==> src/rtl/sprite_anim_engine.sv <==
// sprite_anim_engine: table-driven sprite animation sequencer and sprite ROM
// address generator. Holds NUM_ANIMS programmable descriptors, steps the
// selected animation on rising edges of frame_clk, and maps the current VGA
// pixel to a sprite ROM address with optional horizontal mirroring.
//
// Ports
//   Clk, Reset            system clock, synchronous active-low reset
//   frame_clk             vertical-rate strobe, rising edge detected on Clk
//   anim_sel/anim_restart animation select / restart pulse
//   mirror                draw horizontally flipped
//   cfg_*                 descriptor write port (cfg_we strobe, cfg_anim index)
//   DrawX/DrawY           current VGA pixel
//   PlayerX/PlayerY       sprite top-left screen position
//   spriteAddress/spriteOn ROM read address and in-box flag (2-cycle latency)
//   PlayerWidth/Height    dimensions of the active animation
//   frame_idx, anim_done  current frame, one-shot parked on last frame
module sprite_anim_engine #(
   parameter int unsigned NUM_ANIMS = 8,
   parameter int unsigned FRAME_W   = 3,
   parameter int unsigned HOLD_W    = 4,
   parameter int unsigned ADDR_W    = 21,
   parameter int unsigned COORD_W   = 10,
   localparam int unsigned ANIM_W   = $clog2(NUM_ANIMS)
) (
   input  logic               Clk,
   input  logic               Reset,
   input  logic               frame_clk,
   input  logic [ANIM_W-1:0]  anim_sel,
   input  logic               anim_restart,
   input  logic               mirror,
   input  logic               cfg_we,
   input  logic [ANIM_W-1:0]  cfg_anim,
   input  logic [ADDR_W-1:0]  cfg_base,
   input  logic [COORD_W-1:0] cfg_width,
   input  logic [COORD_W-1:0] cfg_height,
   input  logic [FRAME_W-1:0] cfg_frames,
   input  logic [HOLD_W-1:0]  cfg_hold,
   input  logic               cfg_loop,
   input  logic [COORD_W-1:0] DrawX,
   input  logic [COORD_W-1:0] DrawY,
   input  logic [COORD_W-1:0] PlayerX,
   input  logic [COORD_W-1:0] PlayerY,
   output logic [ADDR_W-1:0]  spriteAddress,
   output logic               spriteOn,
   output logic [COORD_W-1:0] PlayerWidth,
   output logic [COORD_W-1:0] PlayerHeight,
   output logic [FRAME_W-1:0] frame_idx,
   output logic               anim_done
);

   localparam int unsigned PROD_W = 2 * COORD_W;
   localparam int unsigned FCMP_W = FRAME_W + 1;
   localparam int unsigned XCMP_W = COORD_W + 1;

   typedef struct packed {
      logic [ADDR_W-1:0]  base;
      logic [COORD_W-1:0] width;
      logic [COORD_W-1:0] height;
      logic [FRAME_W-1:0] frames;
      logic [HOLD_W-1:0]  hold;
      logic               loop;
   } desc_t;

   typedef enum logic [1:0] {
      IDLE = 2'd0,
      PLAY = 2'd1,
      DONE = 2'd2
   } state_t;

   desc_t               desc_mem [NUM_ANIMS];
   desc_t               shadow;
   state_t              state;
   logic [ANIM_W-1:0]   active;
   logic [HOLD_W-1:0]   hold_cnt;
   logic [ADDR_W-1:0]   frame_base;
   logic                frame_clk_q;

   logic                tick_c;
   logic                start_c;
   logic                last_frame_c;
   desc_t               sel_desc_c;
   desc_t               cfg_desc_c;
   logic [PROD_W-1:0]   frame_size_c;

   assign tick_c       = frame_clk & ~frame_clk_q;
   assign start_c      = (anim_sel != active) | anim_restart;
   assign sel_desc_c   = desc_mem[anim_sel];
   assign cfg_desc_c   = '{base: cfg_base, width: cfg_width, height: cfg_height,
                           frames: cfg_frames, hold: cfg_hold, loop: cfg_loop};
   assign frame_size_c = {{COORD_W{1'b0}}, shadow.width} * {{COORD_W{1'b0}}, shadow.height};
   // Compare one bit wider so frames-1 never underflows.
   assign last_frame_c = !((FCMP_W'(frame_idx) + FCMP_W'(1)) < FCMP_W'(shadow.frames));

   // Descriptor table; reads for Start see the pre-write contents.
   always_ff @(posedge Clk) begin
      if (!Reset) begin
         for (int i = 0; i < NUM_ANIMS; i++) desc_mem[i] <= '0;
      end else if (cfg_we) begin
         desc_mem[cfg_anim] <= cfg_desc_c;
      end
   end

   // Sequencer: Start wins over tick; the active animation runs from a shadow copy.
   always_ff @(posedge Clk) begin
      if (!Reset) begin
         state        <= IDLE;
         active       <= '0;
         shadow       <= '0;
         frame_idx    <= '0;
         hold_cnt     <= '0;
         frame_base   <= '0;
         anim_done    <= 1'b0;
         PlayerWidth  <= '0;
         PlayerHeight <= '0;
         frame_clk_q  <= 1'b0;
      end else begin
         frame_clk_q <= frame_clk;
         if (start_c) begin
            active     <= anim_sel;
            shadow     <= sel_desc_c;
            frame_idx  <= '0;
            hold_cnt   <= '0;
            frame_base <= sel_desc_c.base;
            anim_done  <= 1'b0;
            if (sel_desc_c.frames == '0) begin
               state        <= IDLE;
               PlayerWidth  <= '0;
               PlayerHeight <= '0;
            end else begin
               state        <= PLAY;
               PlayerWidth  <= sel_desc_c.width;
               PlayerHeight <= sel_desc_c.height;
            end
         end else if (tick_c && (state == PLAY)) begin
            if (hold_cnt < shadow.hold) begin
               hold_cnt <= hold_cnt + HOLD_W'(1);
            end else begin
               hold_cnt <= '0;
               if (!last_frame_c) begin
                  frame_idx  <= frame_idx + FRAME_W'(1);
                  frame_base <= frame_base + ADDR_W'(frame_size_c);
               end else if (shadow.loop) begin
                  frame_idx  <= '0;
                  frame_base <= shadow.base;
               end else begin
                  state     <= DONE;
                  anim_done <= 1'b1;
               end
            end
         end
      end
   end

   // Pixel pipeline stage 1: box test with one extra bit so boxes near the
   // right/bottom screen edge do not wrap back to column/row 0.
   logic [XCMP_W-1:0]  x_end_c;
   logic [XCMP_W-1:0]  y_end_c;
   logic               in_c;
   logic [COORD_W-1:0] dx_c;
   logic [COORD_W-1:0] dy_c;
   logic [COORD_W-1:0] col_c;
   logic               in_q;
   logic [COORD_W-1:0] dy_q;
   logic [COORD_W-1:0] col_q;

   assign x_end_c = XCMP_W'(PlayerX) + XCMP_W'(shadow.width);
   assign y_end_c = XCMP_W'(PlayerY) + XCMP_W'(shadow.height);
   assign in_c    = (DrawX >= PlayerX) && (XCMP_W'(DrawX) < x_end_c) &&
                    (DrawY >= PlayerY) && (XCMP_W'(DrawY) < y_end_c);
   assign dx_c    = DrawX - PlayerX;
   assign dy_c    = DrawY - PlayerY;
   assign col_c   = mirror ? (shadow.width - COORD_W'(1) - dx_c) : dx_c;

   always_ff @(posedge Clk) begin
      if (!Reset) begin
         in_q  <= 1'b0;
         dy_q  <= '0;
         col_q <= '0;
      end else begin
         in_q  <= in_c;
         dy_q  <= dy_c;
         col_q <= col_c;
      end
   end

   // Pixel pipeline stage 2: row-major address within the current frame.
   logic [PROD_W-1:0] row_off_c;
   logic [ADDR_W-1:0] addr_c;
   logic              on_c;

   assign row_off_c = {{COORD_W{1'b0}}, dy_q} * {{COORD_W{1'b0}}, shadow.width};
   assign addr_c    = frame_base + ADDR_W'(row_off_c) + ADDR_W'(col_q);
   assign on_c      = in_q && (state != IDLE);

   always_ff @(posedge Clk) begin
      if (!Reset) begin
         spriteOn      <= 1'b0;
         spriteAddress <= '0;
      end else begin
         spriteOn      <= on_c;
         spriteAddress <= on_c ? addr_c : '0;
      end
   end

endmodule

==> config.mk <==
export PLATFORM = sky130hd
export DESIGN_NAME = sprite_anim_engine
export DESIGN_NICKNAME = d
export VERILOG_FILES = /design/src/rtl/sprite_anim_engine.sv
export SDC_FILE = /design/constraint.sdc
export NUM_CORES = 1
export LEC_CHECK = 0
export ABC_AREA = 1
export BUFFER_PORTS_ARGS = -buffer_cell sky130_fd_sc_hd__buf_2
export CAP_MARGIN = 5
export CELL_PAD_IN_SITES_DETAIL_PLACEMENT = 0
export CELL_PAD_IN_SITES_GLOBAL_PLACEMENT = 2
export CORE_UTILIZATION = 40
export CTS_CLUSTER_DIAMETER = 60
export DETAILED_ROUTE_END_ITERATION = 10
export GPL_ROUTABILITY_DRIVEN = 1
export PLACE_DENSITY = 0.89
export SLEW_MARGIN = 20
export SYNTH_ARGS = -nofsm -noshare
export SYNTH_HDL_FRONTEND = slang
export SYNTH_SLANG_ARGS = --single-unit
==> constraint.sdc <==
create_clock -name Clk -period 13 [get_ports Clk]
set_input_delay 0.65 -clock Clk [delete_from_list [all_inputs] [get_ports Clk]]
set_output_delay 0.65 -clock Clk [all_outputs]
set_load 0.02 [all_outputs]
# --- Word-level counts from Yosys, hierarchy flattened ---
# Memory sizes are Yosys's and may differ from the RTL's.
# Index checks and enable logic that the tools add are counted.
classes:
  n_addsub: 12
  mul: 2
  div: 0
  n_lt_le_gt_ge: 6
  eq_ne: 5
  shifts: 0
  muxes: 24
  n_bitwise: 7
  n_reduce_logical: 17
ops:
  columns: ["cell", "n"]
  rows:
  - ["$mux W21", 5]
  - ["$mux W49", 1]
  - ["$reduce_or A49 Y1", 1]
  - ["$add A21 B20 Y21", 2]
  - ["$mul A10 B10 Y20", 2]
  - ["$mux W10", 3]
  - ["$sub A10 B10 Y10", 3]
  - ["$add A10 B10 Y11", 2]
  - ["$lt A10 B11 Y1", 2]
  - ["$add A21 B10 Y21", 1]
  - ["$ge A10 B10 Y1", 2]
  - ["$mux W2", 5]
  - ["$sub A10 B1 Y10 const B", 1]
  - ["$mux W3", 3]
  - ["$reduce_and A4 Y1", 2]
  - ["$mux W1", 6]
  - ["$reduce_and A3 Y1", 2]
  - ["$reduce_bool A2 Y1", 3]
  - ["$logic_and A1 B1 Y1", 5]
  - ["$not A1 Y1", 5]
  - ["$add A3 B1 Y4 const B", 1]
  - ["$add A4 B1 Y4 const B", 1]
  - ["$lt A4 B3 Y1", 1]
  - ["$lt A4 B4 Y1", 1]
  - ["12 further kinds", 13]
totals:
  regBits: 147
  latchBits: 0
  mem_bits_rw: 392
  romBits: 0
  input_bits: 101
  output_inout_bits: 46
  elab_cells: 94
  mem_count: 1
memory_table:
  columns: ["memory", "depth", "width", "read_ports", "rd_clocked_by_memory_dff", "wr", "line", "rtl"]
  rows:
  - ["desc_mem", 8, 49, 1, 0, 8, "70", "desc_t desc_mem [NUM_ANIMS];"]

# --- Longest topological paths before layout ---
depth:
  word_depth: 6
  depth_mapped: 23
  mapped_depth_nobuf: 22

# --- Least setup slack after synthesis ---
# No wires, ideal clock.
synth_timing:
  path_type: "flip-flop to flip-flop"
  startpoint: "reg shadow[19] in the netlist's numbering"
  endpoint: "reg spriteAddress[12]"
  setup_ns: 0.070
  t_arrival_ns: 4.626
  setup_slack_ns: 8.304
  stages_incl_launch_ff: 19
  path_buffers: 1
  cell_sequence: "dfxtp_1 > clkbuf_1 > nand2_1 > fa_1 > inv_1 > fa_1 > fa_1 > inv_1 > fa_1 > inv_1 > fa_1 > ha_1 > nand2_1 > nor2_1 > inv_1 > nor3_1 > a21oi_1 > or2_2 > a21oi_1"
synth_via:
  elab_chain_len: 3
synth_lines:
  columns: ["element", "line", "rtl"]
  rows:
  - ["from (decl)", "71", "desc_t shadow;"]
  - ["from (signal assigned)", "120", "shadow <= sel_desc_c;"]
  - ["$mul A10 B10 Y20", "191", "assign row_off_c = {{COORD_W{1'b0}}, dy_q} * {{COORD_W{1'b0}}, shadow.width};"]
  - ["$add A21 B20 Y21", "192", "assign addr_c = frame_base + ADDR_W'(row_off_c) + ADDR_W'(col_q);"]
  - ["$add A21 B10 Y21", "192", null]
  - ["to (signal assigned)", "201", "spriteAddress <= on_c ? addr_c : '0;"]
  - ["to (decl)", "43", "output logic [ADDR_W-1:0] spriteAddress,"]
# No other way between the ends.
# A chain may end at the register's enable or synchronous reset.

# --- Final worst setup path ---
layout_timing:
  startpoint: "reg shadow[12] in the netlist's numbering"
  endpoint: "reg frame_base[12]"
layout_via:
  elab_chain_len: 6
layout_lines:
  columns: ["element", "line", "rtl"]
  rows:
  - ["$mul A10 B10 Y20", "90", "assign frame_size_c = {{COORD_W{1'b0}}, shadow.width} * {{COORD_W{1'b0}}, shadow.height};"]
  - ["$add A21 B20 Y21", "141", "frame_base <= frame_base + ADDR_W'(frame_size_c);"]
  - ["$mux W21", "139", "if (!last_frame_c) begin"]
  - ["$mux W21", "135", "if (hold_cnt < shadow.hold) begin"]
  - ["$mux W21", "134", "end else if (tick_c && (state == PLAY)) begin"]
  - ["$mux W21", "118", "if (start_c) begin"]
  - ["to (signal assigned)", "123", "frame_base <= sel_desc_c.base;"]
  - ["to (signal assigned)", "141", null]
  - ["to (signal assigned)", "144", "frame_base <= shadow.base;"]
  - ["to (decl)", "75", "logic [ADDR_W-1:0] frame_base;"]
# No other way between the ends. The select of a mux whose other input is x is not followed.

==> results by group <==
Setup path
  • Cell chain of the critical path: nand2_1 > fa_1 > inv_1 > fa_1 > fa_1 > fa_1 > inv_1 > fa_1 > inv_1 > ha_1 > nand2_1 > inv_1 > a21oi_1 > nand3_1 > o21ai_0 > o21ai_0 > a21oi_1
  • Startpoint types: flop
  • Arrival time of the worst setup path: 5660 ps
  • CP peak stage delay: 680 ps
  • WP data required: 13550 ps
  • Crit path top cell by count: fa_1
  • Slowest-stage cell, CP: dfxtp_1
  • CP Class: reg2reg
  • Crit end category: flop
  • Crit path max fanout: 12

Power
  • Reg power frac: 38.2%
  • P_sw: 1.82 mW
  • Pint: 3.53 mW
  • P_leak: 17.1 nW
  • VDD IR max: 0.0000955 V
  • Comb power frac: 27.1%
  • Sw Ratio: 34.1%
  • Final Total Pwr: 5.36 mW
  • Clock power share: 34.7%
  • Pwr Density: 145 nW/um^2

Synth
  • Synth Instances: 3776
  • Area leader, netlist: edfxtp_1
  • Async S/R FF share, synth: 0%
  • Mean area per synthesized cell: 8.79 sq um
  • Ys flop type: edfxtp_1
  • Syn_nets: 4241
  • Post-synthesis cell type count: 54
  • Largest cells by area after synthesis: edfxtp_1, fa_1, dfxtp_1, nor2_1, ha_1
  • Register bit total from synthesis: 539
  • Sequential-to-total area share from yosys stat: 44.3%
  • Post-synth EDFFs: 392
  • Synth warn: 0
  • Synth Cell Area: 33200 sq um
  • Synth top area share: 35.5%

Global routing
  • Largest net degree at the start of global routing: 83
  • Antenna violations before repair: 0
  • First-pass GRT wire length: 151000 um
  • GR Overflow Total: 0
  • Vias in the first global route: 25865
  • Met1 Usage GRT: 31.0%
  • Global Route Usage Sum: 23.4%
  • GRT busiest layer: met2
  • Grt met2 use: 40.1%
  • Grt met3 use: 3.32%

STA
  • Setup Viol. Count Final: 0
  • Fmax: 196 MHz
  • Final hold vios: 0
  • Post-route clock period utilization: 39.3%
  • Skew final: 39.9 ps
  • Pins Over Slew Limit: 0
  • RSZ-0062 raised after global routing: no
  • Setup TNS: 0 ps
  • Worst-Margin Slew: 1150 ps
  • Final Critical Period: 5110 ps
  • Final worst setup slack: 7890 ps
  • Hold_ws: 335 ps
  • Max-Slew Margin vs Limit: 22.7%

Floorplan
  • Die extent in y: 290 um
  • Num ports: 147
  • Width of the die: 290 um
  • Core area: 82100 sq um
  • Die ar.: 84200 sq um
  • Rows: 105
  • Initial Utilization: 40.4%

Hold path
  • Path category of the worst min-delay check: in2reg

Placed design
  • Dpl hpwl: 64000 um
  • Area after DPL: 34700 sq um
  • Setup WS pre-CTS: 7890 ps
  • I/O Buffers: 146
  • Final GP Congestion: 0.879
  • Cells after DPL: 4838

Status
  • Status: completed

Job
  • Max-Cap Viols: 0

Clocking
  • Clk pin slew, worst setup/hold paths: 60 ps
  • CTS Buf Count: 67
  • Clock root buffer: clkbuf_16
  • Setup Buffers After CTS: 0
  • Hold-fix buffers, CTS: 0
  • Max H-tree Level: 3
  • Clk sinks: 539
  • CTS tree: built
  • Post-cts sizing count: 0
  • Clk buf depth: 3
  • Clock network latency to the later pin of the worst-skew pair: 630 ps

Layout
  • Fill count: 8152
  • Nets: 4302
  • Share of cells above drive strength 1: 8.00%
  • Finished Layout Cells: 4959
  • Post-layout util: 44.9%
  • Area growth, synth to finish: 11.1%
  • # diodes: 0
  • Cell area after layout: 36900 sq um

Drt
  • Vias/cell: 5.21
  • Wire per inst: 19.8 um
  • DR vias: 25847
  • Initial DRT Pass Iterations: 5
  • Routed WL: 98100 um
  • # DRC: 0
  • Remaining antenna violation count after routing: 0
  • First DRT Iteration DRCs: 2076
[flip-flops by register name, indices dropped and copies added (netlist names)]
register / flops
desc_mem: 392
shadow: 49
frame_base: 21
spriteAddress: 21
PlayerHeight: 10
PlayerWidth: 10
col_q: 10
dy_q: 10
hold_cnt: 4
active: 3
frame_idx: 3
state: 2
anim_done: 1
frame_clk_q: 1
in_q: 1
spriteOn: 1
[cell type report]
type                       instances  area (sq um)  share of cell area (%)
clock buffer                      93          1820                    4.92
clock inverter                    28           379                    1.03
timing repair buffer             181          1000                    2.71
sequential                       539         14700                    39.9
multi-input combinational       2500         15600                    42.2
inverter                         548          2070                    5.61
tap                             1070          1340                    3.63
[synthesized netlist by cell type (4+ instances only)]
| library cell | count |
|---|---|
| nor2_1 | 773 |
| dfxtp_1 | 147 |
| o21ai_0 | 294 |
| nand3_1 | 78 |
| xnor2_1 | 16 |
| nor3_1 | 15 |
| a21oi_1 | 150 |
| o21ai_1 | 34 |
| fa_1 | 180 |
| buf_2 | 40 |
| or2_2 | 5 |
| o22ai_1 | 67 |
| o211ai_1 | 16 |
| nand2_1 | 569 |
| clkbuf_2 | 5 |
| o2111ai_1 | 4 |
| a21o_1 | 5 |
| ha_1 | 184 |
| inv_1 | 541 |
| o221ai_1 | 31 |
| clkbuf_1 | 118 |
| o21a_1 | 10 |
| xor2_1 | 20 |
| buf_4 | 8 |
| buf_6 | 15 |
| nand4_1 | 9 |
| edfxtp_1 | 392 |
[final timing paths]
| path | slack [ps] | startpoint | endpoint | depth (start not counted) |
|---|---|---|---|---|
| worst max register to register | 7890 | shadow[12]$_SDFFE_PN0N_ | frame_base[12]$_SDFFE_PN0P_ | 17 |
| worst max-delay path | 7890 | shadow[12]$_SDFFE_PN0N_ | frame_base[12]$_SDFFE_PN0P_ | 17 |
| worst min-delay path | 330 | frame_clk | frame_clk_q$_SDFF_PN0_ | 3 |
| worst min register to register | 450 | shadow[20]$_SDFFE_PN0N_ | shadow[20]$_SDFFE_PN0N_ | 2 |
[cell families after synthesis]
kind of cell / share of synthesized area (%)
AOI/OAI and AO/OA: 10.6
xor gates and xnor gates: 0.950
adders and majority gates: 17.8
muxes: 0.0603
and+or+nand+nor: 17.3
DFF: 44.3
buffers and inverters: 8.97
[power groups by stage]
stage | registers, mW | clock network, mW | logic (mW)
after floorplan | 2.05 | 0 | 1.05
after global placement | 2.08 | 0 | 1.44
after detailed placement | 2.08 | 0 | 1.45
after CTS | 2.05 | 1.89 | 1.46
after global routing | 2.06 | 1.95 | 1.68
final | 2.05 | 1.86 | 1.45
[cells in the final DEF (no fill, tap or decap), types with 9 or more instances in the layout]
cell | synthesis | layout
a21oi_1 | 150 | 150
buf_2 | 40 | 145
buf_4 | 8 | 35
clkbuf_1 | 118 | 23
clkbuf_16 | 0 | 68
dfxtp_1 | 147 | 147
edfxtp_1 | 392 | 392
fa_1 | 180 | 180
ha_1 | 184 | 184
inv_1 | 541 | 541
nand2_1 | 569 | 553
nand2_2 | 2 | 14
nand3_1 | 78 | 78
nand4_1 | 9 | 9
nor2_1 | 773 | 773
nor3_1 | 15 | 15
o211ai_1 | 16 | 16
o21a_1 | 10 | 10
o21ai_0 | 294 | 292
o21ai_1 | 34 | 36
o221ai_1 | 31 | 31
o22ai_1 | 67 | 67
xnor2_1 | 16 | 16
xor2_1 | 20 | 20
[critical path: cells and delay by family, from the launching register on]
family	cells	cell delay (ps)
AOI/OAI and AO/OA	4	710
adders and majority gates	6	2930
buffers and inverters	4	230
DFF	1	680
and+or+nand+nor	3	510
[layer usage]
metal	up-vias	share of wire [%]
met5	-	0
met4	0	2.3
met3	143	5.9
met2	770	48
met1	12577	44
li1	12357	-
Power figures use the tool's default switching activity.
